--- config.mk ---
export PLATFORM = sky130hd
export DESIGN_NAME = lsu_flat
export DESIGN_NICKNAME = d
export VERILOG_FILES = /design/src/rtl/lsu_pkg.sv /design/src/rtl/lsu_if.sv /design/src/rtl/lsu_load_align.sv /design/src/rtl/lsu.sv /design/src/flat_wrapper.sv
export SDC_FILE = /design/constraint.sdc
export NUM_CORES = 1
export LEC_CHECK = 0
export CORE_MARGIN = 4
export CORE_UTILIZATION = 25
export CTS_BUF_LIST = sky130_fd_sc_hd__clkbuf_2
export CTS_CLUSTER_SIZE = 24
export DETAILED_ROUTE_END_ITERATION = 10
export PLACE_DENSITY_LB_ADDON = 0.2
export SLEW_MARGIN = 20
export SYNTH_ARGS = -nofsm -noshare
export SYNTH_HDL_FRONTEND = slang
export SYNTH_SLANG_ARGS = --single-unit
--- constraint.sdc ---
create_clock -name Clk -period 3 [get_ports Clk]
set_input_delay 0.3 -clock Clk [delete_from_list [all_inputs] [get_ports Clk]]
set_output_delay 0.3 -clock Clk [all_outputs]
set_load 0.005 [all_outputs]
--- src/rtl/lsu_pkg.sv ---
// Shared LSU definitions: access-size encodings, FSM state encoding and lane helpers.
// Misalignment helper is only consulted when LSU_MISALIGN_TRAP_EN is defined.
package lsu_pkg;

  typedef enum logic [1:0] {
    SZ_BYTE = 2'b00,
    SZ_HALF = 2'b01,
    SZ_WORD = 2'b10,
    SZ_RSVD = 2'b11
  } lsu_size_e;

  typedef enum logic [2:0] {
    ST_IDLE = 3'd0,
    ST_RD   = 3'd1,
    ST_MRG  = 3'd2,
    ST_WR   = 3'd3,
    ST_RESP = 3'd4
  } lsu_state_e;

  // Byte offset of the addressed lane inside the word; halves use addr[1] only.
  function automatic logic [1:0] lane_offset(input logic [1:0] size, input logic [1:0] addr_lo);
    if (size == SZ_BYTE)      lane_offset = addr_lo;
    else if (size == SZ_HALF) lane_offset = {addr_lo[1], 1'b0};
    else                      lane_offset = 2'b00;
  endfunction

  function automatic logic is_misaligned(input logic [1:0] size, input logic [1:0] addr_lo);
    is_misaligned = (size == SZ_HALF && addr_lo[0]) ||
                    (size == SZ_WORD && addr_lo != 2'b00) ||
                    (size == SZ_RSVD);
  endfunction

endpackage

--- src/rtl/lsu_if.sv ---
// LSU request/response and data-memory bundle; the LSU sits on the slave modport.
// Request handshake: a request transfers on a rising Clk edge where ReqValid && ReqReady;
// responses are one-cycle RespValid pulses with no backpressure.
interface lsu_if;
  logic        ReqValid;
  logic        ReqReady;
  logic        ReqWr;
  logic [1:0]  ReqSize;
  logic        ReqSigned;
  logic [31:0] ReqAddr;
  logic [31:0] ReqWrData;
  logic        RespValid;
  logic [31:0] RespData;
  logic        RespFault;
  logic [29:0] DmAd;
  logic [31:0] DmWrData;
  logic        DmWr;
  logic [31:0] DmRd;

  modport master (
    output ReqValid, ReqWr, ReqSize, ReqSigned, ReqAddr, ReqWrData, DmRd,
    input  ReqReady, RespValid, RespData, RespFault, DmAd, DmWrData, DmWr
  );

  modport slave (
    input  ReqValid, ReqWr, ReqSize, ReqSigned, ReqAddr, ReqWrData, DmRd,
    output ReqReady, RespValid, RespData, RespFault, DmAd, DmWrData, DmWr
  );
endinterface

--- src/rtl/lsu_load_align.sv ---
// Combinational lane select and sign/zero extension of a memory word.
// Fed with an all-ones word and is_signed=0 it yields the lane-width mask at bit 0.
module lsu_load_align
  import lsu_pkg::*;
(
  input  logic [31:0] word,
  input  logic [1:0]  addr_lo,
  input  logic [1:0]  size,
  input  logic        is_signed,
  output logic [31:0] result
);
  logic [31:0] shifted;

  always_comb begin
    shifted = word >> {lane_offset(size, addr_lo), 3'b000};
    case (size)
      SZ_BYTE: result = {{24{is_signed & shifted[7]}}, shifted[7:0]};
      SZ_HALF: result = {{16{is_signed & shifted[15]}}, shifted[15:0]};
      default: result = word;
    endcase
  end
endmodule

--- src/rtl/lsu.sv ---
// Load/store unit: one request at a time, byte/half stores done as read-merge-write.
// Optional macro LSU_MISALIGN_TRAP_EN turns misaligned/reserved accesses into faults.
module lsu
  import lsu_pkg::*;
(
  input  logic       Clk,
  input  logic       Reset,
  lsu_if.slave       bus,
  output lsu_state_e dbg_state
);
  lsu_state_e  state_q, state_d;
  logic [31:0] addr_q, addr_d;
  logic [31:0] wdata_q, wdata_d;
  logic [1:0]  size_q, size_d;
  logic        wr_q, wr_d;
  logic        signed_q, signed_d;
`ifdef LSU_MISALIGN_TRAP_EN
  logic        fault_q, fault_d;
`endif
  logic [31:0] load_res, lane_mask, merge_mask, merged;
  logic [4:0]  lane_shift;
  logic        resp_load;

  lsu_load_align u_load (
    .word(bus.DmRd), .addr_lo(addr_q[1:0]), .size(size_q),
    .is_signed(signed_q), .result(load_res)
  );

  lsu_load_align u_mask (
    .word(32'hFFFF_FFFF), .addr_lo(addr_q[1:0]), .size(size_q),
    .is_signed(1'b0), .result(lane_mask)
  );

  always_comb begin
    state_d  = state_q;
    addr_d   = addr_q;
    wdata_d  = wdata_q;
    size_d   = size_q;
    wr_d     = wr_q;
    signed_d = signed_q;
`ifdef LSU_MISALIGN_TRAP_EN
    fault_d  = fault_q;
`endif
    case (state_q)
      ST_IDLE: if (bus.ReqValid) begin
        addr_d   = bus.ReqAddr;
        wdata_d  = bus.ReqWrData;
        size_d   = bus.ReqSize;
        wr_d     = bus.ReqWr;
        signed_d = bus.ReqSigned;
`ifdef LSU_MISALIGN_TRAP_EN
        fault_d  = is_misaligned(bus.ReqSize, bus.ReqAddr[1:0]);
        if (fault_d) state_d = ST_RESP; else
`endif
        // Sizes 10 and 11 both store a full word without a read.
        if (bus.ReqWr && bus.ReqSize[1]) state_d = ST_WR;
        else                             state_d = ST_RD;
      end
      ST_RD:   state_d = wr_q ? ST_MRG : ST_RESP;
      ST_MRG:  state_d = ST_RESP;
      ST_WR:   state_d = ST_RESP;
      ST_RESP: state_d = ST_IDLE;
      default: state_d = ST_IDLE;
    endcase
  end

  always_ff @(posedge Clk or posedge Reset) begin
    if (Reset) begin
      state_q  <= ST_IDLE;
      addr_q   <= '0;
      wdata_q  <= '0;
      size_q   <= 2'b00;
      wr_q     <= 1'b0;
      signed_q <= 1'b0;
`ifdef LSU_MISALIGN_TRAP_EN
      fault_q  <= 1'b0;
`endif
    end else begin
      state_q  <= state_d;
      addr_q   <= addr_d;
      wdata_q  <= wdata_d;
      size_q   <= size_d;
      wr_q     <= wr_d;
      signed_q <= signed_d;
`ifdef LSU_MISALIGN_TRAP_EN
      fault_q  <= fault_d;
`endif
    end
  end

  // Merge the new lane(s) into the word read back during RD.
  assign lane_shift = {lane_offset(size_q, addr_q[1:0]), 3'b000};
  assign merge_mask = lane_mask << lane_shift;
  assign merged     = (bus.DmRd & ~merge_mask) | ((wdata_q & lane_mask) << lane_shift);

`ifdef LSU_MISALIGN_TRAP_EN
  assign resp_load     = (state_q == ST_RESP) && !wr_q && !fault_q;
  assign bus.RespFault = (state_q == ST_RESP) && fault_q;
`else
  assign resp_load     = (state_q == ST_RESP) && !wr_q;
  assign bus.RespFault = 1'b0;
`endif

  assign bus.ReqReady  = (state_q == ST_IDLE);
  assign bus.RespValid = (state_q == ST_RESP);
  assign bus.RespData  = resp_load ? load_res : 32'h0;
  assign bus.DmAd      = addr_q[31:2];
  assign bus.DmWr      = (state_q == ST_WR) || (state_q == ST_MRG);
  assign bus.DmWrData  = (state_q == ST_WR)  ? wdata_q :
                         (state_q == ST_MRG) ? merged  : 32'h0;
  assign dbg_state     = state_q;
endmodule

--- src/flat_wrapper.sv ---
// flat-port wrapper written by rule: the top's interface ports become plain ports
module lsu_flat import lsu_pkg::*;
  (Clk, Reset, dbg_state, bus_ReqValid, bus_ReqWr, bus_ReqSize, bus_ReqSigned, bus_ReqAddr, bus_ReqWrData, bus_DmRd, bus_ReqReady, bus_RespValid, bus_RespData, bus_RespFault, bus_DmAd, bus_DmWrData, bus_DmWr);
  lsu_if bus_i ();
  input  logic Clk;
  input  logic Reset;
  output lsu_state_e dbg_state;
  input wire logic [$bits(bus_i.ReqValid)-1:0] bus_ReqValid;
  input wire logic [$bits(bus_i.ReqWr)-1:0] bus_ReqWr;
  input wire logic [$bits(bus_i.ReqSize)-1:0] bus_ReqSize;
  input wire logic [$bits(bus_i.ReqSigned)-1:0] bus_ReqSigned;
  input wire logic [$bits(bus_i.ReqAddr)-1:0] bus_ReqAddr;
  input wire logic [$bits(bus_i.ReqWrData)-1:0] bus_ReqWrData;
  input wire logic [$bits(bus_i.DmRd)-1:0] bus_DmRd;
  output wire logic [$bits(bus_i.ReqReady)-1:0] bus_ReqReady;
  output wire logic [$bits(bus_i.RespValid)-1:0] bus_RespValid;
  output wire logic [$bits(bus_i.RespData)-1:0] bus_RespData;
  output wire logic [$bits(bus_i.RespFault)-1:0] bus_RespFault;
  output wire logic [$bits(bus_i.DmAd)-1:0] bus_DmAd;
  output wire logic [$bits(bus_i.DmWrData)-1:0] bus_DmWrData;
  output wire logic [$bits(bus_i.DmWr)-1:0] bus_DmWr;
  assign bus_i.ReqValid = bus_ReqValid;
  assign bus_i.ReqWr = bus_ReqWr;
  assign bus_i.ReqSize = bus_ReqSize;
  assign bus_i.ReqSigned = bus_ReqSigned;
  assign bus_i.ReqAddr = bus_ReqAddr;
  assign bus_i.ReqWrData = bus_ReqWrData;
  assign bus_i.DmRd = bus_DmRd;
  assign bus_ReqReady = bus_i.ReqReady;
  assign bus_RespValid = bus_i.RespValid;
  assign bus_RespData = bus_i.RespData;
  assign bus_RespFault = bus_i.RespFault;
  assign bus_DmAd = bus_i.DmAd;
  assign bus_DmWrData = bus_i.DmWrData;
  assign bus_DmWr = bus_i.DmWr;
  lsu u_core (.Clk(Clk), .Reset(Reset), .bus(bus_i), .dbg_state(dbg_state));
endmodule
Word level (Yosys, flattened, before mapping):

Cells that the tools add are included.

* equal/unequal tests: 6
* shift operators: 4
* multiplexer cells: 11
* bitwise gates (word level): 6
* reduce and logical (&&, ||, !) cells: 8

Operators by type and width (number)
* one-hot mux 32 bit (2 select lines): 2
* two-way mux 32 bit: 3
* bitwise AND 32 bit: 2
* left shift 32 x 5 -> 32 bit: 2
* NOT 32 bit: 1
* bitwise OR 32 bit: 1
* right shift 32 x 5 -> 16 bit: 1
* right shift 32 x 5 -> 16 bit, first input constant: 1
* one-hot mux 3 bit (3 select lines): 1
* == test 3 x 2 -> 1 bit, second input constant: 2
* two-way mux 2 bit: 3
* two-way mux 3 bit: 2
* == test 3 x 1 -> 1 bit, second input constant: 1
* == test 3 bit, second input constant: 1
* logical NOT 3 bit: 1
* bitwise AND 1 bit: 2
* == test 2 x 1 -> 1 bit, second input constant: 1
* logical AND 1 bit: 2
* logical NOT 2 bit: 1
* != test 2 bit, second input constant: 1
* AND reduction 2 bit: 1
* OR reduction 2 bit: 1
* logical NOT 1 bit: 1
* logical OR 1 bit: 1

* flip-flop bits (word level): 71
* input port bits: 103
* output and inout port bits: 101
* logic and storage cells: 41

Depth between registers and ports, before layout:

Gate-level depths: netlist (run 1).

* depth after elaboration: 11
* gate-level depth with buffers: 7
* depth with buffers taken out: 4

Modules after synthesis:

From an unflattened synthesis (run 1), not the netlist that was laid out.

* cell total of the unflattened synthesis: 752
* area, all modules: 6123.4 sq um

By module, submodules not included
* lsu: instances 1, cells an instance 508, area each 4704.5 sq um, sequential area each 1776.7 sq um
* lsu_load_align: instances 2, cells an instance 122, area each 709.4 sq um, sequential area each 0.0 sq um

Least setup slack after synthesis (run 1):

Ideal clock, no wire load.

* path kind: flip-flop to output port
* start point: reg u_core.addr_q[0]
* end point: out bus_RespData[21]
* data arrival time: 1419 ps
* required time: 2700 ps
* path slack: 1281 ps
* stages on the path, launching flop included: 6
* buffers on the path: 1
* path through: dfrtp_1 -> mux4_2 -> nand2b_4 -> o211ai_4 -> buf_6 -> a21oi_2

* longest elaborated chain between the ends: 5
* elaborated cells on any way between the ends: 6
* classes of those cells: 1 x shift; 3 x mux; 2 x bitwise

RTL lines
* start: declaration: line lsu.sv:12 `logic [31:0] addr_q, addr_d;`
* start signal: assignment: line lsu.sv:80 `addr_q <= addr_d;`
* two-way mux 2 bit *: line lsu_pkg.sv:22 `if (size == SZ_BYTE) lane_offset = addr_lo;`
* right shift 32 x 5 -> 16 bit *: line lsu_load_align.sv:15 `shifted = word >> {lane_offset(size, addr_lo), 3'b000};`
* bitwise AND 1 bit (on tied branches): line lsu_load_align.sv:18, lsu_load_align.sv:17
* one-hot mux 32 bit (2 select lines) *: line lsu_load_align.sv:16 `case (size)`
* two-way mux 32 bit *: line lsu.sv:106 `assign bus.RespData = resp_load ? load_res : 32'h0;`
* end: declaration: line flat_wrapper.sv:17 `output wire logic [$bits(bus_i.RespData)-1:0] bus_RespData;`

Mark *: on every way between the ends. The rest lies on a longest branch, timed or not.

Final worst setup path (run 1):

* start point: reg u_core.size_q[0]
* end point: out bus_RespData[15]

* longest elaborated chain between the ends: 7
* elaborated cells on any way between the ends: 8
* classes of those cells: 1 x eq/ne; 1 x shift; 4 x mux; 1 x bitwise; 1 x reduce/logical

RTL lines
* start: declaration: line lsu.sv:14 `logic [1:0] size_q, size_d;`
* start signal: assignment: line lsu.sv:82 `size_q <= size_d;`
* == test 2 x 1 -> 1 bit: line lsu_pkg.sv:23, lsu_load_align.sv:16
* two-way mux 2 bit: line lsu_pkg.sv:23 `else if (size == SZ_HALF) lane_offset = {addr_lo[1], 1'b0};`
* two-way mux 2 bit: line lsu_pkg.sv:22
* right shift 32 x 5 -> 16 bit: line lsu_load_align.sv:15
* bitwise AND 1 bit: line lsu_load_align.sv:17 `SZ_BYTE: result = {{24{is_signed & shifted[7]}}, shifted[7:0]};`
* one-hot mux 32 bit (2 select lines) *: line lsu_load_align.sv:16
* two-way mux 32 bit *: line lsu.sv:106

Marked as above.

==> metrics, run 1 <==
Placed Instance Area=6585 sq um; Fmax achieved=349.3 MHz; kind of critical path=reg -> out; initial antenna violation count=3; antenna diode count=0; master cell of the clock root buffer=clkbuf_2; num rows=49; number of buffers between clock root and the deepest sink=2; largest net degree at the start of global routing=49; most used flip-flop cell after synthesis=dfrtp_1; total standard cell area after synthesis=4597 sq um; global placer's final weighted congestion=0.8680; clk sink count=71; final worst-path cycle share=95.43%; CTS tree=done; outcome=complete, no violations; flops & latches, synth=71; Leak Pwr=0.003067 uW; Worst-path clk slew=220 ps; unrepaired setup endpoints after global routing=true; Total Neg Setup Slack=0 ps; Post-Syn Area per Cell=10.10 sq um; number of top-level pins=204; routed length per instance=20.09 um; number of instances in the synthesized netlist=455; fraction of final layout cells sized beyond drive strength 1=18.21%; minimum clock period=2863 ps; share of the synthesized area in the top cell type=38.65%; number of detailed-route iterations in the first pass=6; CTS HTree Levels=3; setup slack at placement=357.1 ps; Pins Over Slew Limit=0; top-count cell post-synth=dfrtp_1; initial drt markers=142; number of nets with antenna violations after routing=0; via count=4278; Syn-to-layout area delta=53.57%; total power draw=6362 uW; fraction of registers with async set or reset after synthesis=100.0%; CP endpoint kind=output pin; full die area=20620 sq um; data required time at the worst endpoint=2700 ps; total length of routed wires=17.62 mm; Final Hold Viols=0; Util after Layout=39.16%; insertion delay to the later sink of the worst-skew pair=540 ps; Total GRT Usage=16.40%; post-layout worst setup margin=137.0 ps; worst min-delay path class=in -> reg; count of input and output buffers=202; Yosys warning total=0; initial cell density of the core=25.50%; Post-Route Skew=31.07 ps; Core Footprint=18020 sq um; peak ir drop on the vdd network=0.4213 mV; Layout Nets=746; total of endpoints with negative setup slack in the final report=0; first-pass GRT wire length=25.65 mm; total CTS buffers=9; via count of the first global-routing pass=4496; post-route cell area=7059 sq um; detail-routed via count per cell=4.878; DRC violations left=0; sequential-to-total area share from yosys stat=38.65%; sum of overflow across all layers after global routing=0; commonest cells in the netlist=dfrtp_1, mux2_1, nand2_1; unique cell type count in the Yosys netlist=48; number of maximum-capacitance violations=0; Synth area leaders=dfrtp_1, mux2_1, buf_4, a21oi_2, mux2i_1; fill cell total of the finished layout=1811; maximum fanout count along the critical path=12; largest area contributor in the netlist=dfrtp_1; y dimension of the die=143.6 um; crit start category=register; R2R setup slack=940 ps; Net Count, Synth=558; number of enable-type register cells in the synthesized netlist=0; Arr. time, crit path=2560 ps; Post-DP HPWL=13.30 mm; Die X=143.6 um; power per standard cell area=901.2 nW/um^2
-- cell families (layout without fill, tap and decap cells) --
logic type | Yosys count | in the layout | synth area share (%)
AO/OA/AOI/OAI | 126 | 127 | 19.79
multiplexers | 89 | 89 | 21.58
AND/OR/NAND/NOR | 85 | 85 | 8.465
buffers and inverters | 83 | 275 | 11.43
flip-flops | 71 | 71 | 38.65
other | 1 | 1 | 0.08158
-- through the flow --
stage,instances,hold slack (ps)
floorplan,455,416.8
global placement,838,468.0
detailed placement,838,476.8
CTS,866,189.2
global route,877,207.8
finish,877,282.4
-- placed cells by master (no fill, tap or decap), types with 2 or more instances in the layout --
master / instances
a21oi_1: 16
a21oi_2: 18
a21oi_4: 2
a22o_1: 8
a22oi_1: 7
a2bb2oi_1: 8
a31oi_1: 7
and2_4: 2
buf_12: 5
buf_4: 24
buf_6: 4
clkbuf_2: 11
clkdlybuf4s50_1: 180
clkinv_2: 4
clkinvlp_4: 2
dfrtp_1: 67
dfrtp_2: 3
dlygate4sd2_1: 7
dlymetal6s2s_1: 14
inv_1: 19
mux2_1: 61
mux2_2: 10
mux2i_1: 15
mux2i_2: 2
nand2_1: 42
nand2b_4: 2
nand3_2: 2
nor2_1: 21
nor2b_2: 2
o211ai_4: 2
o21ai_0: 29
o21ai_1: 6
o221ai_1: 6
o22ai_1: 8
-- report_power, final --
part           internal [uW]  leakage (uW)  switching, uW
clock                    193     0.0000717            368
sequential              1440      0.000834            432
combinational           2140       0.00216           1790
total                   3780       0.00307           2590
-- cell type report --
class / instances / area (sq um) / share of cell area (%)
Multi-Input combinational cell: 302 / 2407 / 34.10
Timing Repair Buffer: 236 / 2379 / 33.69
Sequential cell: 71 / 1784 / 25.27
Tap cell: 229 / 286.5 / 4.059
Inverter: 23 / 91.34 / 1.294
Clock inverter: 6 / 61.31 / 0.8685
Clock buffer: 10 / 50.05 / 0.7090
-- sequential cells by signal, summed over array words and instances (netlist names) --
signal	cells
u_core.wdata_q	32
u_core.size_q	2
u_core.addr_q	32
u_core.dbg_state	3
u_core.signed_q	1
u_core.wr_q	1
-- final timing paths --
check | startpoint | depth (start not counted) | end
worst max register to register | u_core.dbg_state[0] | 5 | u_core.addr_q[30]
max in group asynchronous | Reset | 4 | u_core.wdata_q[13]
worst min-delay path | bus_ReqAddr[1] | 3 | u_core.addr_q[1]
worst min register to register | u_core.addr_q[5] | 1 | u_core.addr_q[5]
min in group asynchronous | Reset | 3 | u_core.wdata_q[6]
worst max-delay path | u_core.size_q[0] | 7 | bus_RespData[15]
-- worst max-delay path, stage by stage, from the launching register on --
cell             delay, ps
dfrtp_1                470
buf_6                  170
nand2b_4               170
or3_4                  360
a41oi_4                200
buf_12                 160
a21oi_2                 60
clkdlybuf4s50_1        440
-- timing repair --
item                       CTS  global route
hold endpoints to repair    19             0
cloned                       0             1
setup endpoints to repair   64            58
pin swaps                    5             7
gates resized for setup     34            28
setup buffers               11            10
hold buffers                 1             0
-- layer usage --
| metal | share of wire (%) | GRT usage (%) | vias to the layer above |
|---|---|---|---|
| met5 | 0.16 | 0 | - |
| met4 | 2.2 | 5.946 | 6 |
| met3 | 8.8 | 5.258 | 28 |
| met2 | 48 | 27.71 | 188 |
| met1 | 40 | 19.58 | 2092 |
| li1 | - | - | 1964 |
No activity file was read; power rests on OpenSTA's default activity.
==> run 2: changes to the inputs <==
CTS_CLUSTER_DIAMETER = 40   (was not set)
PLACE_DENSITY = 0.58   (was not set)
PLACE_DENSITY_LB_ADDON = not set   (was 0.2)
==> metrics, run 2 (same netlist as run 1, synthesis figures left out) <==
outcome=complete, no violations; total power draw=6317 uW; number of top-level pins=204; Total GRT Usage=16.46%; global placer's final weighted congestion=0.8173; power per standard cell area=897.9 nW/um^2; reg-to-reg startpoint=u_core.dbg_state[0]; launch point of the worst hold path=bus_ReqAddr[1]; Arr. time, crit path=2550 ps; Core Footprint=18020 sq um; antenna diode count=0; routed length per instance=20.00 um; fraction of final layout cells sized beyond drive strength 1=18.77%; minimum clock period=2851 ps; initial cell density of the core=25.50%; hold path depth=3; initial drt markers=224; Layout Nets=748; CP endpoint kind=output pin; insertion delay to the later sink of the worst-skew pair=550 ps; Leak Pwr=0.002836 uW; initial antenna violation count=4; kind of critical path=reg -> out; leading cell type in the layout, fill and taps excluded=clkdlybuf4s50_1; maximum fanout count along the critical path=8; Worst-path clk slew=220 ps; y dimension of the die=143.6 um; Syn-to-layout area delta=53.05%; Worst R2R Path Depth=5; post-route cell area=7036 sq um; CTS tree=done; data required time at the worst endpoint=2700 ps; R2R setup slack=1060 ps; number of nets with antenna violations after routing=0; Placed Instance Area=6586 sq um; total length of routed wires=17.58 mm; Util after Layout=39.03%; Min Hold Slack=299.7 ps; unrepaired setup endpoints after global routing=true; num rows=49; DRC violations left=0; crit start category=register; Post-DP HPWL=13.61 mm; via count of the first global-routing pass=4389; first-pass GRT wire length=25.70 mm; total CTS buffers=9; number of maximum-capacitance violations=0; peak ir drop on the vdd network=0.4632 mV; Final Hold Viols=0; Hold Crit Endpoint=u_core.addr_q[1]; master cell of the clock root buffer=clkbuf_2; via count=4242; final worst-path cycle share=95.05%; detail-routed via count per cell=4.826; worst min-delay path class=in -> reg; capturing point of the worst reg2reg path=u_core.addr_q[7]; commonest cells after routing, fill and taps aside=clkdlybuf4s50_1, dfrtp_1, mux2_1; count of input and output buffers=202; number of detailed-route iterations in the first pass=4; full die area=20620 sq um; clk sink count=71; Pins Over Slew Limit=0; number of buffers between clock root and the deepest sink=2; CTS HTree Levels=3; largest net degree at the start of global routing=37; total of endpoints with negative setup slack in the final report=0; Post-Route Skew=44.07 ps; Die X=143.6 um; sum of overflow across all layers after global routing=0; Fmax achieved=350.7 MHz
## run 2: cell types whose count changed in the layout (fill, tap and decap cells not counted), sizes merged
| cell | previous run | this run |
|---|---|---|
| dlymetal6s2s | 14 | 3 |
| buf | 33 | 35 |
| clkinv | 6 | 5 |
| dlygate4sd2 | 7 | 0 |
| clkdlybuf4s50 | 180 | 199 |
| clkbuf | 11 | 10 |
| inv | 20 | 21 |
## run 2: worst max-delay path by stage
stage	from	endpoint	slack [ps]
2_1_floorplan	Reset	u_core.addr_q[0]	900
3_3_place_gp	u_core.addr_q[1]	bus_RespData[11]	370
3_5_place_dp	u_core.addr_q[1]	bus_RespData[11]	360
4_1_cts	u_core.size_q[0]	bus_RespData[11]	-1
5_1_grt	u_core.size_q[0]	bus_RespData[4]	-9
6_report	u_core.addr_q[1]	bus_RespData[31]	150
## run 2: final cells by class
type	count	area [sq um]
sequential	71	1784
fill	1814	10990
clock buffer	10	50.05
timing repair buffer	238	2338
clock inverter	6	61.31
tap	229	286.5
inverter	23	93.84
multi-input combinational	302	2421
## run 2: worst max-delay path, cell delays in order, from the launching register on
cell,delay (ps)
dfrtp_2,500
mux2i_1,160
a21boi_2,400
o211ai_4,220
a21oi_1,190
clkdlybuf4s50_1,530
## run 2: per-stage QoR
step	instances	setup WS, ps	TNS [ps]
6_report	879	148.5	0
5_1_grt	879	-9.500	-9.500
4_1_cts	864	-1.331	-1.331
3_5_place_dp	840	364.9	0
3_3_place_gp	840	365.5	0
2_1_floorplan	455	903.4	0
## run 2: power breakdown
group          switching, uW  internal [uW]
Sequential               433           1440
Combinational           1790           2100
Clock                    364            193
Total                   2590           3730
## run 2: timing repair
action	4_1_cts	5_1_grt
buffers inserted	7	14
endpoints found under the hold margin	17	0
setup endpoints to repair	64	54
hold buffers	1	0
resized for setup	20	24
cloned	0	1
pin swaps	3	4
## run 2: per-layer routing
layer / wire, um / vias to the layer above / part of all wire [%] / global-route usage, %
met5: 42 / - / 0.24 / 0
met4: 341 / 8 / 1.9 / 4.609
met3: 1829 / 34 / 10 / 6.356
met2: 8354 / 192 / 48 / 27.37
met1: 7012 / 2046 / 40 / 19.94
li1: - / 1962 / - / -
==> run 3: changes to the inputs <==
CORE_UTILIZATION = 47   (was 25)
PLACE_DENSITY = 0.95   (was 0.58)
==> metrics, run 3 (same netlist as run 1, synthesis figures left out) <==
# placed instances=737; number of buffers between clock root and the deepest sink=2; Total Neg Setup Slack=0 ps; Syn-to-layout area delta=45.84%; Die X=106.9 um; global-route met2 utilization=44.74%; number of nets with antenna violations after routing=0; Total GRT Usage=27.54%; Leak Pwr=0.002702 uW; initial drt markers=348; FF+latch area=1784 sq um; fraction of final layout cells sized beyond drive strength 1=14.85%; commonest cells after routing, fill and taps aside=clkdlybuf4s50_1, dfrtp_1, mux2_1; met1 usage in global routing=32.63%; critical path's slowest cell=dfrtp_2; slew at the pin closest to its max-slew limit=916.8 ps; outcome=complete, no violations; Arr. time, crit path=2590 ps; DRC violations left=0; count of input and output buffers=202; Fmax achieved=345.6 MHz; maximum fanout count along the critical path=8; unrepaired setup endpoints after global routing=false; peak ir drop on the vdd network=0.5116 mV; data required time at the worst endpoint=2700 ps; number of top-level pins=204; most crowded layer after global routing=met2; worst setup path startpoint=u_core.size_q[0]; final worst-path cycle share=96.46%; CP endpoint kind=output pin; number of maximum-capacitance violations=0; y dimension of the die=106.9 um; Cell Count, Final, Fillers Out=762; cells traversed along the worst timing path=nand2b_2, or3_1, a41oi_4, buf_12, a21oi_2, clkdlybuf4s50_1; clk sink count=71; Min Hold Slack=341.4 ps; detail-routed via count per cell=5.627; total CTS buffers=9; largest stage delay on the critical path=490 ps; crit start category=register; Placed Instance Area=6437 sq um; CTS HTree Levels=3; total of endpoints with negative setup slack in the final report=0; full die area=11430 sq um; launch point of the worst hold path=bus_ReqSize[0]; sum of overflow across all layers after global routing=0; post-route cell area=6704 sq um; insertion delay to the later sink of the worst-skew pair=500 ps; kind of critical path=reg -> out; reg-to-reg startpoint=u_core.dbg_state[0]; global placer's final weighted congestion=0.9408; largest net degree at the start of global routing=74; via count=4288; Post-Route Skew=39.03 ps; initial cell density of the core=49.05%; Layout Nets=732; multi-input combinational cell area=2317 sq um; Core Footprint=9371 sq um; power per standard cell area=911.4 nW/um^2; minimum clock period=2894 ps; met3 track demand over resource=10.11%; Final Hold Viols=0; num rows=35; Pins Over Slew Limit=0; leading cell type in the layout, fill and taps excluded=clkdlybuf4s50_1; master cell of the clock root buffer=clkbuf_2; first-pass GRT wire length=24.18 mm; routed length per instance=20.67 um; worst min-delay path class=in -> reg; relative max-transition margin=38.88%; post-layout worst setup margin=106.1 ps; antenna diode count=0; total length of routed wires=15.75 mm; Worst-path clk slew=210 ps; initial antenna violation count=0; via count of the first global-routing pass=4501; Post-DP HPWL=12.15 mm; number of detailed-route iterations in the first pass=5; CTS tree=done; fill cell total of the finished layout=724; setup slack at placement=356.1 ps
run 3: critical path: cells and delay by family, from the launching register on:
kind,cells,cell delay (ps)
flip-flops,1,490
AND/OR/NAND/NOR,2,650
AO/OA/AOI/OAI,2,320
buffers and inverters,2,630
run 3: repair_timing:
item                                    CTS  global route
gates cloned                              0             0
pin swaps                                 0             2
resized for setup                         3            14
endpoints found under the setup margin   32            61
setup buffers                             0            10
hold buffers                              0             0
run 3: per-layer routing:
metal / share of wire, % / vias up
met4: 3.8 / 0
met1: 38 / 2025
met3: 11 / 50
met5: 0 / -
li1: - / 1935
met2: 47 / 278
run 3: power breakdown:
| group | leakage, uW | internal (uW) | switching [uW] |
|---|---|---|---|
| Combinational | 0.00180 | 1920 | 1660 |
| Clock | 0.0000758 | 270 | 342 |
| Sequential | 0.000831 | 1440 | 478 |
run 3: final timing paths:
kind	end	cells after the start	slack (ps)
worst max-delay path	bus_RespData[12]	6	110
worst min-delay path	u_core.size_q[0]	3	340
worst min register to register	u_core.addr_q[12]	1	510
worst max register to register	u_core.addr_q[30]	5	1100
max in group asynchronous	u_core.dbg_state[1]	3	1930
min in group asynchronous	u_core.addr_q[14]	3	360
run 3: metrics by stage:
step                util [%]  power (uW)
floorplan                  -        4029
global placement       68.69        5189
detailed placement     68.69        5325
CTS                    70.12        5946
global route           71.54        6497
finish                 71.54        6110
run 3: area by class of cell:
cell class | instances | share of cell area, %
clock buffer | 9 | 0.6719
clock inverter | 6 | 1.269
inverter | 23 | 1.344
multi-input combinational | 301 | 34.57
sequential | 71 | 26.61
tap | 129 | 2.408
timing repair buffer | 223 | 33.13
==> RTL change 1 (flow settings as in run 3) <==
Take the reset off `addr_q` and `wdata_q` and load them in a clocked block of their own.
--- a/src/rtl/lsu.sv
+++ b/src/rtl/lsu.sv
@@ -68,6 +68,4 @@
     if (Reset) begin
       state_q  <= ST_IDLE;
-      addr_q   <= '0;
-      wdata_q  <= '0;
       size_q   <= 2'b00;
       wr_q     <= 1'b0;
@@ -78,6 +76,4 @@
     end else begin
       state_q  <= state_d;
-      addr_q   <= addr_d;
-      wdata_q  <= wdata_d;
       size_q   <= size_d;
       wr_q     <= wr_d;
@@ -87,4 +83,9 @@
 `endif
     end
+  end
+
+  always_ff @(posedge Clk) begin
+    addr_q  <= addr_d;
+    wdata_q <= wdata_d;
   end
 
Behaviour: not the same (Yosys sat finds a counterexample within 4 cycles, from zero or initial values and one cycle with Reset high).
==> RTL change 1 against run 3 <==
- critical path type unchanged
- routed wire length is 1.5% higher
- synthesized cell count is 12% lower
- global-route usage is 1.0 points higher
- final area is 0.22% higher
- area after synthesis is 9.2% lower
- count of clock-buffer cells in the layout is 1 higher
- worst setup slack worse by 0.080 ns
- largest cell class is now buffers
- total power is 21% lower
- sequential cell count stayed put
- clock skew is 0.013 ns lower
- sequential power is 19% lower
- largest power group unchanged
==> RTL change 1: results (changes against run 3) <==
[cells_and_area] most area-hungry cell class in the final design buffers
[logic_synthesis] sequential element share of the synthesized area 50.24% [+12 points]
[critical_path] reg-to-reg critical path endpoint u_core.addr_q[11]$_DFFE_PP_
[floorplanning] die area 0.01045 mm^2 [-8.5%]
[routing] detail-routed via count per cell 6.135 [+9.0%]
[run_status] result of the run completed
[critical_path] Critical Path End bus_RespData[14]
[cells_and_area] fraction of area in clock buffers and inverters 2.477% [+0.54 points]
[min_path] start point of the worst min-delay path bus_ReqAddr[7]
[critical_path] worst r2r path cells 4 [-1]
[place] final HPWL from detailed placement 11290 um [-7.1%]
[power] IR Drop Worst-Case VDD 455.6 uV [-11%]
[critical_path] slack of the worst reg-to-reg path 0.78 ns [-0.32 ns]
[power] clock group share of total power 15.2% [+5.2 points]
[logic_synthesis] commonest cells in the netlist edfxtp_1 (64), nand2_1 (55), buf_4 (32)
[global_route] vias in the first global route 4292 [-4.6%]
[place] Setup WS pre-CTS 0.1652 ns [-0.1910 ns]
[routing] Routed met3 length 2127 um [+17%]
[logic_synthesis] number of different library cells in the post-synthesis netlist 46 [-4.2%]
[global_route] global-route met3 utilization 10.31% [+0.19 points]
[cells_and_area] fraction of area in multi-input gates 27.52% [-7.0 points]
[logic_synthesis] multiplexer area fraction after synthesis 3.687% [-18 points]
[logic_synthesis] top cells by area in the synthesized netlist edfxtp_1 (46%), buf_4 (5.8%), nand2_1 (4.9%), dfrtp_1 (4.2%), nand3_1 (3.0%)
[power] switch share 37.68% [-2.8 points]
[cells_and_area] Non-clk invs 9 [-61%]
[cells_and_area] share of the final layout cell area in sequential cells 31.28% [+4.7 points]
[cells_and_area] Buffers, non-clock 246 [+10%]
[min_path] WHS Endpoint u_core.addr_q[7]$_DFFE_PP_
[RTL change 1: cell families (layout without fill, tap and decap cells)]
kind of cell	count (synthesis)	after routing
and+or+nand+nor	153	153
muxes	15	15
AOI/OAI and AO/OA	90	93
other	1	1
buffers and inverters	72	271
DFF	71	71
[RTL change 1: metrics by stage]
step	utilization (%)	cells	setup TNS (ns)	hold WS (ns)
4_1_cts	73.50	695	-0.01924	0.2734
2_1_floorplan	-	402	0	0.1034
3_5_place_dp	69.72	666	0	0.5645
5_1_grt	77.42	712	-0.6890	0.2587
6_report	77.42	712	0	0.3292
3_3_place_gp	69.72	666	0	0.5362
[RTL change 1: timing repair]
| action | CTS | global route |
|---|---|---|
| pin swaps | 7 | 7 |
| hold buffers | 1 | 0 |
| setup buffers | 10 | 15 |
| resized for setup | 17 | 56 |
| endpoints found under the setup margin | 63 | 57 |
| gates cloned | 2 | 2 |
| hold endpoints to repair | 7 | 0 |
==> RTL change 2 (flow settings as in run 3) <==
Without the edit above. Build with the macro `LSU_MISALIGN_TRAP_EN` defined.
--- a/src/rtl/lsu.sv
+++ b/src/rtl/lsu.sv
@@ -1,4 +1,6 @@
 // Load/store unit: one request at a time, byte/half stores done as read-merge-write.
 // Optional macro LSU_MISALIGN_TRAP_EN turns misaligned/reserved accesses into faults.
+`define LSU_MISALIGN_TRAP_EN
+
 module lsu
   import lsu_pkg::*;
Behaviour: not the same (Yosys sat finds a counterexample within 4 cycles, from zero or initial values and one cycle with Reset high).
==> RTL change 2 against run 3 <==
- clock power shrank 17%
- total power fell by 17%
- sequential cell count is 1 higher
- routed wire length shrank 0.79%
- worst setup slack worse by 0.054 ns
- final area up 2.0%
- register-to-register slack worse by 0.02 ns
- area after synthesis fell by 1.4%
==> RTL change 2: results (changes against run 3) <==
[run_status] result of the run completed
[global_route] global routing usage on met2 43.98% [-0.76 points]
[cells_and_area] non-clk buf share 34.02% [+0.89 points]
[cells_and_area] non-filler cells in the finished layout 763 [+0.13%]
[routing] wire length on met1 6122 um [+2.6%]
[place] Cell Count Post-Placement 734 [-0.41%]
[place] final HPWL from detailed placement 11670 um [-4.0%]
[min_path] Hold/Removal Path Class primary input to asynchronous set/reset pin
[global_route] Global Route Usage Sum 26.33% [-1.2 points]
[routing] Avg WL per Cell 20.48 um [-0.92%]
[critical_path] delay of the slowest critical-path stage 0.57 ns [+0.08 ns]
[critical_path] reg-to-reg critical path endpoint u_core.wdata_q[14]$_DFFE_PP0P_
[place] Buffers on Ports 203 [+0.50%]
[power] leakage 3.061 nW [+13%]
[critical_path] Crit path arrival time 2.65 ns [+0.06 ns]
[cts] setup bufs post-CTS 6 [+6]
[timing] Least-Margin Pin Slew 0.5726 ns [-0.3442 ns]
[cells_and_area] fraction of area in multi-input gates 34.92% [+0.35 points]
[global_route] vias in the first global route 4458 [-0.96%]
[routing] Routed met3 length 1439 um [-21%]
[cells_and_area] layout multi-input combinational cell count 302 [+0.33%]
[critical_path] highest fanout seen on the critical path 19 [+11]
[logic_synthesis] top cells by area in the synthesized netlist dfrtp_1 (40%), mux2_2 (18%), buf_4 (6.1%), a21oi_1 (3.2%), mux2i_1 (2.7%)
[critical_path] worst r2r path cells 4 [-1]
[cells_and_area] share of the final layout cell area in sequential cells 26.41% [-0.20 points]
[cts] Clock transition at path regs 0.24 ns [+0.03 ns]
[cells_and_area] Non-clk invs 15 [-35%]
[logic_synthesis] number of nets in the synthesized netlist 554 [-0.72%]
[global_route] wire length of the first global-routing pass 23420 um [-3.1%]
[critical_path] top cell family by delay on the critical path buffers and inverters
[cells_and_area] Filler Cell Count 693 [-4.3%]
[routing] detail-routed via count per cell 5.755 [+2.3%]
[critical_path] cell with the largest stage delay on the worst path clkdlybuf4s50_1
[cells_and_area] Buffers, non-clock 229 [+2.7%]
[critical_path] slack of the worst reg-to-reg path 1.08 ns [-0.02 ns]
[cells_and_area] proportion of layout cells with a drive suffix above 1 23.50% [+8.7 points]
[power] IR Drop Worst-Case VDD 527.0 uV [+3.0%]
[cts] post-cts repair resize count 7 [+4]
[RTL change 2: cell count changes after synthesis, moves of 10 or more]
| cell | before | now |
|---|---|---|
| mux2_1 | 61 | 0 |
| o21ai_0 | 32 | 19 |
| nor3_1 | 1 | 18 |
| a21oi_1 | 16 | 29 |
| nand2_1 | 42 | 22 |
| clkbuf_1 | 3 | 13 |
| a221oi_1 | 0 | 10 |
| nor2b_1 | 3 | 17 |
| mux2_2 | 10 | 74 |
| a21oi_2 | 20 | 0 |
[RTL change 2: power by group]
part	leakage [nW]	internal [W]	switching, W
sequential	0.841	0.00137	0.000368
clock	0.0545	0.000117	0.000391
combinational	2.17	0.00156	0.00125
[RTL change 2: how the worst max path moves through the flow]
stage	start	end	slack (ns)
4_1_cts	u_core.size_q[0]$_DFFE_PP0P_	bus_RespData[0]	0.0007
5_1_grt	u_core.addr_q[0]$_DFFE_PP0P_	bus_RespData[10]	-0.09
3_5_place_dp	bus_DmRd[31]	bus_RespData[22]	0.26
6_report	u_core.addr_q[1]$_DFFE_PP0P_	bus_RespData[8]	0.05
2_1_floorplan	Reset	u_core.addr_q[0]$_DFFE_PP0P_	0.88
3_3_place_gp	bus_DmRd[23]	bus_RespData[8]	0.33
[RTL change 2: stage by stage]
step	total power [W]	worst slack, ns	area, um^2	util, %	setup TNS (ns)
detailed placement	0.004251	0.2569	6441	69.05	0
global placement	0.004154	0.3297	6441	69.05	0
CTS	0.004850	0.0007465	6621	70.99	0
global route	0.005351	-0.09197	6840	73.33	-0.3640
finish	0.005067	0.05167	6840	73.33	0
floorplan	0.003362	0.8751	4531	-	0
[RTL change 2: kinds of logic after synthesis]
family,after synthesis,synth area share [%]
compound gates,103,15.74
mux,89,22.04
simple gates,109,12.34
buf+inv,78,10.11
flops,72,39.77
